### src/rtl/eth_pkg.sv
// Shared Ethernet TX definitions.
// Holds the frame arbiter state encoding, the default frame length limit
// and the width of the per-frame beat counter.
// No ports (package).
package eth_pkg;

  localparam logic [1:0] ST_IDLE = 2'd0;
  localparam logic [1:0] ST_PASS = 2'd1;
  localparam logic [1:0] ST_DROP = 2'd2;

  localparam int MAX_BEATS_DEFAULT = 192;
  localparam int BEAT_CNT_W        = 10;

endpackage

### src/rtl/axis_skid_buffer.sv
// Two-entry registered AXI-Stream slice.
// Both the forward path (data/valid) and the backward path (ready) are
// registered, so m_ready never reaches s_ready combinationally.
// Ports:
//   clock, resetn         - clock and asynchronous active-low reset
//   s_data/s_valid/s_ready - upstream side
//   m_data/m_valid/m_ready - downstream side
module axis_skid_buffer #(
  parameter int WIDTH = 74
) (
  input  logic             clock,
  input  logic             resetn,
  input  logic [WIDTH-1:0] s_data,
  input  logic             s_valid,
  output logic             s_ready,
  output logic [WIDTH-1:0] m_data,
  output logic             m_valid,
  input  logic             m_ready
);

  logic [WIDTH-1:0] skid_data;
  logic             skid_valid;

  // Upstream may send whenever the overflow entry is free.
  assign s_ready = ~skid_valid;

  // The output register takes new data when it is empty or being drained;
  // otherwise a beat that arrives anyway lands in the skid entry, which
  // moves up on the next downstream acceptance.
  always_ff @(posedge clock or negedge resetn) begin
    if (!resetn) begin
      m_valid    <= 1'b0;
      m_data     <= '0;
      skid_valid <= 1'b0;
      skid_data  <= '0;
    end else if (!skid_valid) begin
      if (!m_valid || m_ready) begin
        m_valid <= s_valid;
        m_data  <= s_data;
      end else if (s_valid) begin
        skid_valid <= 1'b1;
        skid_data  <= s_data;
      end
    end else if (m_ready) begin
      m_data     <= skid_data;
      skid_valid <= 1'b0;
    end
  end

endmodule

### src/rtl/eth_tx_frame_arbiter.sv
// Frame-granular round-robin arbiter feeding the 10G MAC TX AXIS FIFO.
// A granted requester owns the output until its tlast beat is accepted.
// Frames longer than MAX_BEATS are cut: the limit beat leaves with
// tlast=1/tuser=1 and the rest of the input frame is swallowed.
// Ports:
//   clock, resetn                    - tx_clk and asynchronous active-low reset
//   s_axis_*                         - PORTS requesters, port i in slice i
//   m_axis_*                         - registered output toward the MAC FIFO
//   grant                            - index of the owning requester
//   busy                             - a frame is in progress (PASS or DROP)
//   trunc_pulse                      - one-cycle pulse per truncated frame
module eth_tx_frame_arbiter
  import eth_pkg::*;
#(
  parameter int DATA_WIDTH = 64,
  parameter int KEEP_WIDTH = DATA_WIDTH / 8,
  parameter int PORTS      = 2,
  parameter int MAX_BEATS  = MAX_BEATS_DEFAULT
) (
  input  logic                        clock,
  input  logic                        resetn,
  input  logic [PORTS*DATA_WIDTH-1:0] s_axis_tdata,
  input  logic [PORTS*KEEP_WIDTH-1:0] s_axis_tkeep,
  input  logic [PORTS-1:0]            s_axis_tvalid,
  input  logic [PORTS-1:0]            s_axis_tlast,
  input  logic [PORTS-1:0]            s_axis_tuser,
  output logic [PORTS-1:0]            s_axis_tready,
  output logic [DATA_WIDTH-1:0]       m_axis_tdata,
  output logic [KEEP_WIDTH-1:0]       m_axis_tkeep,
  output logic                        m_axis_tvalid,
  output logic                        m_axis_tlast,
  output logic                        m_axis_tuser,
  input  logic                        m_axis_tready,
  output logic [1:0]                  grant,
  output logic                        busy,
  output logic                        trunc_pulse
);

  localparam int                    BEAT_W     = DATA_WIDTH + KEEP_WIDTH + 2;
  localparam logic [BEAT_CNT_W-1:0] LIMIT_IDX  = BEAT_CNT_W'(MAX_BEATS - 1);

  logic [1:0]            state;
  logic [1:0]            last_granted;
  logic [1:0]            winner;
  logic [BEAT_CNT_W-1:0] beat_cnt;

  logic                  sel_valid;
  logic                  sel_last;
  logic                  sel_user;
  logic [DATA_WIDTH-1:0] sel_data;
  logic [KEEP_WIDTH-1:0] sel_keep;

  logic                  skid_ready;
  logic                  pass_accept;
  logic                  truncate;
  logic [BEAT_W-1:0]     skid_in;
  logic [BEAT_W-1:0]     skid_out;

  // Round-robin pick: candidates are visited farthest-first so the one
  // nearest to last_granted+1 is written last and wins.
  always_comb begin
    winner = last_granted;
    for (int i = PORTS; i >= 1; i--) begin
      for (int j = 0; j < PORTS; j++) begin
        if (j == (int'(last_granted) + i) % PORTS && s_axis_tvalid[j]) begin
          winner = 2'(j);
        end
      end
    end
  end

  // Route the granted requester's beat to the shared datapath.
  always_comb begin
    sel_valid = 1'b0;
    sel_last  = 1'b0;
    sel_user  = 1'b0;
    sel_data  = '0;
    sel_keep  = '0;
    for (int i = 0; i < PORTS; i++) begin
      if (grant == 2'(i)) begin
        sel_valid = s_axis_tvalid[i];
        sel_last  = s_axis_tlast[i];
        sel_user  = s_axis_tuser[i];
        sel_data  = s_axis_tdata[i*DATA_WIDTH +: DATA_WIDTH];
        sel_keep  = s_axis_tkeep[i*KEEP_WIDTH +: KEEP_WIDTH];
      end
    end
  end

  // Only the owner sees ready; in DROP beats are discarded so no
  // back-pressure applies. skid_ready is a register output.
  always_comb begin
    s_axis_tready = '0;
    for (int i = 0; i < PORTS; i++) begin
      s_axis_tready[i] = (grant == 2'(i)) &&
                         (((state == ST_PASS) && skid_ready) || (state == ST_DROP));
    end
  end

  assign pass_accept = (state == ST_PASS) && sel_valid && skid_ready;
  assign truncate    = pass_accept && !sel_last && (beat_cnt == LIMIT_IDX);
  assign skid_in     = {sel_data, sel_keep, sel_last | truncate, sel_user | truncate};
  assign busy        = (state != ST_IDLE);

  // Frame FSM. beat_cnt holds the number of beats already accepted in
  // the current frame, so the limit beat is seen when it equals MAX-1.
  always_ff @(posedge clock or negedge resetn) begin
    if (!resetn) begin
      state        <= ST_IDLE;
      grant        <= 2'd0;
      last_granted <= 2'(PORTS - 1);
      beat_cnt     <= '0;
      trunc_pulse  <= 1'b0;
    end else begin
      trunc_pulse <= truncate;
      case (state)
        ST_IDLE: begin
          if (|s_axis_tvalid) begin
            grant        <= winner;
            last_granted <= winner;
            beat_cnt     <= '0;
            state        <= ST_PASS;
          end
        end
        ST_PASS: begin
          if (pass_accept) begin
            if (sel_last) begin
              state <= ST_IDLE;
            end else if (truncate) begin
              state <= ST_DROP;
            end else begin
              beat_cnt <= beat_cnt + 1'b1;
            end
          end
        end
        ST_DROP: begin
          if (sel_valid && sel_last) begin
            state <= ST_IDLE;
          end
        end
        default: state <= ST_IDLE;
      endcase
    end
  end

  axis_skid_buffer #(
    .WIDTH (BEAT_W)
  ) u_out_slice (
    .clock   (clock),
    .resetn  (resetn),
    .s_data  (skid_in),
    .s_valid ((state == ST_PASS) && sel_valid),
    .s_ready (skid_ready),
    .m_data  (skid_out),
    .m_valid (m_axis_tvalid),
    .m_ready (m_axis_tready)
  );

  assign {m_axis_tdata, m_axis_tkeep, m_axis_tlast, m_axis_tuser} = skid_out;

endmodule

### config.mk
export PLATFORM = sky130hd
export DESIGN_NAME = eth_tx_frame_arbiter
export DESIGN_NICKNAME = d
export VERILOG_FILES = /design/src/rtl/eth_pkg.sv /design/src/rtl/axis_skid_buffer.sv /design/src/rtl/eth_tx_frame_arbiter.sv
export SDC_FILE = /design/constraint.sdc
export NUM_CORES = 1
export LEC_CHECK = 0
export CAP_MARGIN = 20
export CORE_AREA = 2 2 120 122
export DETAILED_ROUTE_END_ITERATION = 10
export DIE_AREA = 0 0 122 124
export DONT_BUFFER_PORTS = 1
export PLACE_DENSITY = 0.73
export SETUP_SLACK_MARGIN = 0.4
export SLEW_MARGIN = 25
export SYNTH_ARGS = -nofsm -noshare
export SYNTH_HDL_FRONTEND = slang
export SYNTH_SLANG_ARGS = --single-unit
### constraint.sdc
create_clock -name clock -period 2.1 [get_ports clock]
set_input_delay 0.21 -clock clock [delete_from_list [all_inputs] [get_ports clock]]
set_output_delay 0.21 -clock clock [all_outputs]
set_load 0.1 [all_outputs]
# After elaboration in Yosys (flattened, before gate mapping)
# Index checks and enable logic that the tools add are counted.
totals:
  regBits: 167
  latch_bits: 0
  mem_bits_rw: 0
  mem_bits_ro: 0
  in_bits: 153
  elab_cells: 93
  n_memories: 0
op_classes:
  addsub: 3
  n_mul: 0
  n_div: 0
  n_lt_le_gt_ge: 0
  n_eq_ne: 13
  n_shift: 0
  n_mux: 32
  bitwise: 6
  reduce_logical: 30
op_table:
  columns: ["cell", "count"]
  rows:
  - ["$mux W74", 3]
  - ["$mux W64", 2]
  - ["$logic_not A32 Y1", 2]
  - ["$mux W10", 4]
  - ["$pmux W10 S2", 1]
  - ["$mux W2", 9]
  - ["$mux W8", 2]
  - ["$logic_and A1 B1 Y1", 12]
  - ["$add A10 B1 Y10 const B", 1]
  - ["$eq A10 B8 Y1 const B", 1]
  - ["$mux W1", 10]
  - ["$ne A2 B2 Y1 const B", 5]
  - ["$pmux W2 S3", 1]
  - ["$reduce_and A2 Y1", 3]
  - ["$reduce_bool A2 Y1", 3]
  - ["$reduce_and A5 Y1", 1]
  - ["$eq A2 B1 Y1 const B", 2]
  - ["$eq A2 B2 Y1 const A", 2]
  - ["$logic_not A2 Y1", 2]
  - ["$reduce_and A4 Y1", 1]
  - ["$ne A3 B3 Y1 const B", 1]
  - ["$reduce_and A3 Y1", 1]
  - ["$add A1 B1 Y1 const B", 2]
  - ["$and A1 B1 Y1 const A", 2]
  - ["7 further kinds", 11]

# Logic depth before layout (Yosys ltp)
# Gate-level depths: netlist of the first run.
depth:
  depth_word: 11
  mapped_depth: 8

# By module
# Synthesis of the first run repeated with hierarchy kept, for this count alone.
hier_totals:
  hier_cells: 681
  hier_area_um2: 8852.2
by_module_without_submodules:
  columns: ["module", "n_inst", "cells_per_inst", "area_each_um2", "seq_area_each_um2"]
  rows:
  - ["axis_skid_buffer", 1, 498, 7026.7, 3753.6]
  - ["eth_tx_frame_arbiter", 1, 183, 1825.5, 376.6]

# Worst setup path before layout of the first run
# Ideal clock, no wire load.
synth_timing:
  path_kind: "register to output"
  startpoint: "register grant[0]"
  endpoint: "output port s_axis_tready[1]"
  arrival_time_ps: 3135
  t_required_ps: 1890
  path_slack_ps: -1245
  stages_incl_launch_ff: 5
  n_path_buf: 3
  path_cell_list: "dfrtp_1 -> buf_4 -> clkbuf_1 -> buf_2 -> nor2b_1"
synth_between:
  elab_chain_cells: 2
synth_lines:
  columns: ["item", "line_no", "rtl"]
  rows:
  - ["start: declaration", "eth_tx_frame_arbiter.sv:34", "output logic [1:0] grant,"]
  - ["start signal: assignment", "eth_tx_frame_arbiter.sv:119", "grant <= winner;"]
  - ["$eq A2 B1 Y1", "eth_tx_frame_arbiter.sv:95", "s_axis_tready[i] = (grant == 2'(i)) &&"]
  - ["$logic_and A1 B1 Y1", "eth_tx_frame_arbiter.sv:95", null]
  - ["end: declaration", "eth_tx_frame_arbiter.sv:27", "output logic [PORTS-1:0] s_axis_tready,"]
# No other way between the ends.

# Worst setup path in the final report of the first run
layout_timing:
  startpoint: "register grant[0]"
  endpoint: "register beat_cnt[3]"
layout_between:
  elab_chain_cells: 9
  word_cells_on_any_way: 15
layout_lines:
  columns: ["item", "line_no", "rtl"]
  rows:
  - ["$logic_not A2 Y1", "eth_tx_frame_arbiter.sv:80", "if (grant == 2'(i)) begin"]
  - ["$mux W1 (2 in series)", "eth_tx_frame_arbiter.sv:80", null]
  - ["$logic_and A1 B1 Y1 (2 in series)", "eth_tx_frame_arbiter.sv:100", "assign pass_accept = (state == ST_PASS) && sel_valid && skid_ready;"]
  - ["$logic_and A1 B1 Y1 (2 in series)", "eth_tx_frame_arbiter.sv:101", "assign truncate = pass_accept && !sel_last && (beat_cnt == LIMIT_IDX);"]
  - ["$ne A2 B2 Y1 (no line)", null, null]
  - ["$reduce_and A5 Y1 (no line) (*)", null, null]
  - ["end signal: assignment", "eth_tx_frame_arbiter.sv:132", "beat_cnt <= beat_cnt + 1'b1;"]
  - ["end: declaration", "eth_tx_frame_arbiter.sv:45", "logic [BEAT_CNT_W-1:0] beat_cnt;"]
# Mark *: on every way between the ends. The rest lies on a longest branch, timed or not.
# A chain may end at the register's enable or synchronous reset.

==> results.py, run 1 <==
metrics = {
    "clock_tree": {
        "ctsLongestPathBuffers": 2,
        "numCtsBuffers": 17,
        "cts_tree": "done",
        "clockRootBuffer": "clkbuf_16",
        "clock_latency_ns": 0.43,
        "cts_htree_levels": 4,
        "cts.sinks": 165,
        "clkTransAtPathRegs_ns": 0.06,
    },
    "layout": {
        "multi_input_area_mm2": 0.003981,
        "finalNetCount": 945,
        "layout-drive-gt1-share": 0.4247,
        "register_area_mm2": 0.004138,
        "num_antenna_cells": 0,
        "fillers": 847,
        "area_delta_synth_final_pct": 30.64,
    },
    "grt": {
        "grt-busiest-layer": "met2",
        "grt_pass1_wl_um": 31370,
        "overflow": 0,
        "grt_start_max_net_pins": 166,
        "met1_usage": 0.3211,
        "grt_pass1_vias": 5964,
        "met3_usage": 0.07601,
        "track_usage": 0.2750,
        "globalRouteMet2Util": 0.4665,
        "antenna_found_initial": 1,
    },
    "sta": {
        "fin_setup_tns_ns": 0,
        "hold_ws_ns": -0.5160,
        "finalClockSkew_ns": 0.01161,
        "timing.final.crit_share": 0.9692,
        "tightest_slew_ns": 0.6488,
        "slew_headroom": 0.5651,
        "grt_setup_unrepaired": "true",
        "period_minus_slack_ns": 2.035,
        "hold_viol": 165,
        "fmaxAchievable_mhz": 491.3,
        "drv_slew": 0,
        "setup_viol": 0,
    },
    "die": {
        "die_w_um": 122,
        "core_area_mm2": 0.01372,
        "die_height_um": 124,
        "ios": 234,
        "rows": 43,
        "dieArea_mm2": 0.01513,
        "start_util": 0.5790,
    },
    "synth": {
        "synth_nets": 829,
        "ys_warn_count": 0,
        "synth-edff-count": 0,
        "ys_async_sr_fraction": 1.000,
        "syn-instance-count": 675,
        "syn_area_per_cell_um2": 11.77,
        "ys_ff_latch": 165,
        "synth_ff_type": "dfrtp_1",
        "synth_area_mm2": 0.007944,
        "seq_area_frac_synth": 0.5199,
        "yosysUniqueCellTypes": 43,
    },
    "worst_setup_path": {
        "path_max_fanout": 6,
        "crit_slowest_cell": "dfrtp_4",
        "worstPathArrival_ns": 2.33,
        "path_class": "reg -> reg",
        "required_ns": 2.40,
        "start_kind": "flip-flop",
        "end_kind": "flip-flop",
        "max_stage_delay_ns": 0.53,
        "cp_cell_sequence": "buf_4 > mux2i_4 > nand3_1 > a21oi_4 > mux2_4 > a22o_1",
    },
    "place": {
        "place_congestion": 0.8194,
        "dpl.hpwl_um": 11850,
        "port_buffers": 0,
    },
    "detailed_routing": {
        "wl_per_cell_um": 22.52,
        "totalWireLength_um": 22140,
        "drc": 0,
        "viasPerCell": 6.038,
        "ant_nets": 0,
        "first_pass_iters": 5,
        "vias": 5935,
        "drtIter0Drc": 535,
    },
    "hold_path": {
        "hold_class": "in -> async",
    },
    "run_status": {
        "violations": "negative hold slack",
        "outcome": "finished with violations",
    },
    "job": {
        "drv_cap": 0,
    },
}
-- layout make-up --
type / instances / share of cell area
Multi-Input combinational cell: 461 / 0.3836
Clock buffer: 22 / 0.04280
Sequential cell: 165 / 0.3987
Timing Repair Buffer: 141 / 0.1337
Inverter: 5 / 0.002411
Clock inverter: 9 / 0.01700
Tap cell: 180 / 0.02170
-- cells in the final DEF, fill, tap and decap left out, types with 6 or more instances in the layout --
cell type      Yosys  final
mux2_4             0     47
buf_4              5    108
nor2_1            82     79
mux2i_1           73     73
o21ai_1            1      6
mux2_2           131     98
nand2_1           17     15
dfrtp_1          164    160
dlygate4sd3_1      0      7
buf_6              0      9
clkbuf_16          0     19
buf_12             0      9
a21oi_1           78     76
o21ai_0           13      7
-- cells by family after synthesis --
group	Yosys count	synth area share
AO/OA/AOI/OAI	111	0.07702
adder cells (fa/ha/maj)	1	0.001575
buffers and inverters	50	0.02772
flip-flops	165	0.5199
multiplexers	221	0.3024
other	1	0.0004721
AND/OR/NAND/NOR	126	0.07088
-- repair_timing --
item	4_1_cts	5_1_grt
gates resized for setup	28	28
hold buffers	5	2
gates cloned	5	2
setup endpoints to repair	144	121
hold endpoints to repair	169	166
setup buffers	14	19
pin swaps	3	9
-- stage by stage --
| step | worst slack, ns | util | instances | cell area (µm²) | hold WS (ns) |
|---|---|---|---|---|---|
| final | 0.06470 | 0.7564 | 983 | 10380 | -0.5160 |
| after global routing | 0.04534 | 0.7564 | 983 | 10380 | -0.5419 |
| after CTS | 0.2237 | 0.7330 | 960 | 10060 | -0.5315 |
| after detailed placement | 0.1475 | 0.6565 | 905 | 9007 | -0.08103 |
| after global placement | 0.2296 | 0.6565 | 905 | 9007 | -0.08115 |
| after floorplan | 0.05427 | - | 675 | 8279 | -0.08559 |
-- critical path, delay by kind of cell (launching register included) --
kind	cells	cell delay, ns
compound gates	2	0.39
buf+inv	1	0.17
mux	2	0.59
simple gates	1	0.23
flops	1	0.53
-- per-layer routing --
layer,up-vias,routed length [µm]
met1,2938,8611
met4,2,850
met3,65,1621
li1,2640,-
met2,290,11040
met5,-,14
-- synth_stat cells (all sizes together), types with 2 or more instances --
cell type | count | share of area
nand2b | 2 | 0.0016
nor2 | 82 | 0.039
nor2b | 3 | 0.0024
nand4 | 3 | 0.0024
buf | 22 | 0.014
nand2 | 17 | 0.0080
or3b | 2 | 0.0025
inv | 5 | 0.0024
nand3 | 4 | 0.0031
o21ai | 14 | 0.0088
a21o | 4 | 0.0038
mux2i | 75 | 0.095
and2 | 2 | 0.0016
dfrtp | 164 | 0.52
o221ai | 2 | 0.0022
a21oi | 78 | 0.049
nor3 | 5 | 0.0031
a22o | 5 | 0.0055
a31oi | 3 | 0.0024
clkbuf | 23 | 0.011
mux2 | 146 | 0.21
-- state kept, by name, summed over array words and instances, names as in the netlist --
signal                  flops
u_out_slice.skid_valid      1
last_granted                1
u_out_slice.m_data         74
grant                       1
trunc_pulse                 1
state                       2
beat_cnt                   10
u_out_slice.skid_data      74
u_out_slice.m_valid         1
-- path summary, 6_finish.rpt --
| check | slack (ns) | depth (start not counted) | startpoint | endpoint |
|---|---|---|---|---|
| worst max register to register | 0.06 | 6 | grant[0] | beat_cnt[3] |
| worst min-delay path | -0.52 | 0 | resetn | u_out_slice.m_data[64] |
| worst min register to register | 0.51 | 1 | u_out_slice.skid_data[38] | u_out_slice.skid_data[38] |
| min in group clock | 0.07 | 2 | s_axis_tdata[63] | u_out_slice.skid_data[73] |
| worst max-delay path | 0.06 | 6 | grant[0] | beat_cnt[3] |
| max in group asynchronous | 2.34 | 0 | resetn | last_granted[0] |
Power of run 1 is left out: the tool's default activity adds up to more than one toggle a clock period on the data nets, which glitch-free logic cannot reach.
==> run 2: changes to the inputs <==
==> constraint.sdc (replaced) <==
create_clock -name clock -period 2.5 [get_ports clock]
set_input_delay 0.25 -clock clock [delete_from_list [all_inputs] [get_ports clock]]
set_output_delay 0.25 -clock clock [all_outputs]
set_load 0.1 [all_outputs]
==> run 2 against run 1 <==
Net effect:
- the run still ends with negative hold slack left
- sequential cell count is the same
- first-iteration DRC count shrank 59%
- die area is the same
- maximum frequency grew 2.0%
- sequential share of layout area grew 4.6 points
- via count shrank 9.9%
- count of clock-buffer cells in the layout shrank 2
- critical path type unchanged
- critical endpoint is now u_out_slice.skid_data[62]
==> results.py, run 2 (synthesis gave the netlist of run 1 again) <==
metrics = {
    "run_status": {
        "outcome": "finished with violations",
        "violations": "negative hold slack",
    },
    "sta": {
        "grt_setup_unrepaired": "false",
        "tightest_slew_ns": 0.9250,
        "setup_viol": 0,
        "hold_ws_ns": -0.4790,
        "timing.final.crit_share": 0.7981,
        "period_minus_slack_ns": 1.995,
        "hold_viol": 165,
        "drv_slew": 0,
        "worst_slack_ns": 0.5048,
        "fmaxAchievable_mhz": 501.2,
        "finalClockSkew_ns": 0.008541,
        "slew_headroom": 0.3833,
        "fin_setup_tns_ns": 0,
    },
    "grt": {
        "overflow": 0,
        "grt_pass1_vias": 5364,
        "track_usage": 0.2321,
        "grt_start_max_net_pins": 166,
        "grt_pass1_wl_um": 27030,
        "antenna_found_initial": 0,
    },
    "detailed_routing": {
        "drtIter0Drc": 217,
        "viasPerCell": 5.840,
        "first_pass_iters": 7,
        "ant_nets": 0,
        "wl_per_cell_um": 18.89,
        "totalWireLength_um": 17300,
        "drc": 0,
        "vias": 5349,
    },
    "job": {
        "drv_cap": 0,
    },
    "die": {
        "rows": 43,
        "core_area_mm2": 0.01372,
        "ios": 234,
        "die_w_um": 122,
        "dieArea_mm2": 0.01513,
        "die_height_um": 124,
        "start_util": 0.5790,
    },
    "layout": {
        "multi_input_area_mm2": 0.003664,
        "finalNetCount": 877,
        "register_area_mm2": 0.004135,
        "area_delta_synth_final_pct": 17.06,
        "fillers": 1020,
        "top_regs": "u_out_slice.m_data: 74 flops, u_out_slice.skid_data: 74 flops, beat_cnt: 10 flops",
        "layout-drive-gt1-share": 0.3424,
        "final_cell_mix": "dfrtp_1, mux2_2, nor2_1",
        "num_antenna_cells": 0,
        "final_common_cell": "dfrtp_1",
    },
    "worst_setup_path": {
        "cp.depth": 5,
        "crit_end": "u_out_slice.skid_data[62]",
        "required_ns": 2.80,
        "r2r_cells": 5,
        "path_buf_inv": 1,
        "crit_slowest_cell": "dfrtp_2",
        "end_kind": "flip-flop",
        "path_class": "reg -> reg",
        "cp_top_family": "simple AND/OR/NAND/NOR gates",
        "max_stage_delay_ns": 0.48,
        "path_max_fanout": 48,
        "start_kind": "flip-flop",
        "reg2reg_to": "u_out_slice.skid_data[62]",
        "reg2reg_slack_ns": 0.50,
        "timing.critical_path.from": "u_out_slice.skid_valid",
        "cp_cell_sequence": "or3b_4 > nor2_1 > nand3_4 > buf_6 > mux2_1",
        "worstPathArrival_ns": 2.29,
        "r2r-start": "u_out_slice.skid_valid",
    },
    "clock_tree": {
        "numCtsBuffers": 17,
        "clockRootBuffer": "clkbuf_16",
        "ctsLongestPathBuffers": 2,
        "clkTransAtPathRegs_ns": 0.07,
        "clock_latency_ns": 0.43,
        "cts_tree": "done",
        "cts_htree_levels": 4,
        "cts.sinks": 165,
        "cts_hold_buffers": 2,
    },
    "place": {
        "port_buffers": 0,
        "dpl.hpwl_um": 11530,
        "pre_cts_slack_ns": 0.3853,
        "place_congestion": 0.8637,
    },
    "hold_path": {
        "hold_class": "in -> async",
    },
}
## run 2: cell types whose count changed in the layout (fill, tap and decap cells not counted), moves of 4 or more
cell and change:
buf_12 -7, buf_16 -4, buf_4 -40, buf_6 -7, clkbuf_1 -4, dlygate4sd3_1 -5, mux2_1 +14, mux2_2 +33
mux2_4 -47, nor3_1 +4, o21ai_0 +5, o21ai_1 -5
## run 2: metrics by stage
| step | instance area (µm²) | util | cells |
|---|---|---|---|
| 2_1_floorplan | 7991 | - | 675 |
| 3_3_place_gp | 8593 | 0.6264 | 882 |
| 3_5_place_dp | 8593 | 0.6264 | 882 |
| 4_1_cts | 9278 | 0.6762 | 916 |
| 5_1_grt | 9299 | 0.6778 | 916 |
| 6_report | 9299 | 0.6778 | 916 |
## run 2: cell type report
type                       count  area share
clock buffer                  20     0.04911
clock inverter                12     0.02153
inverter                       5    0.002691
multi-input combinational    460      0.3940
sequential                   165      0.4447
tap                          180     0.02422
timing repair buffer          74     0.06378
## run 2: worst min-delay path by stage
stage                                        end  depth (start not counted)
after floorplan                      beat_cnt[0]                          0
after global placement    u_out_slice.m_data[10]                          0
after detailed placement  u_out_slice.m_data[10]                          0
after CTS                 u_out_slice.m_data[72]                          0
after global routing       u_out_slice.m_data[0]                          0
final                     u_out_slice.skid_valid                          0
## run 2: timing repair
| action | 4_1_cts | 5_1_grt |
|---|---|---|
| endpoints found under the hold margin | 167 | 165 |
| resized for setup | 2 | 6 |
| setup buffers | 0 | 0 |
| endpoints found under the setup margin | 14 | 36 |
| pin swaps | 0 | 1 |
## run 2: metal layers
layer | vias to the layer above | wire [µm] | track usage
met1 | 2645 | 6589 | 0.2718
li1 | 2498 | - | -
met2 | 181 | 9359 | 0.4106
met3 | 25 | 1070 | 0.06319
met5 | - | 0 | 0
met4 | 0 | 280 | 0.08333
Power of run 2 is left out for the same reason.
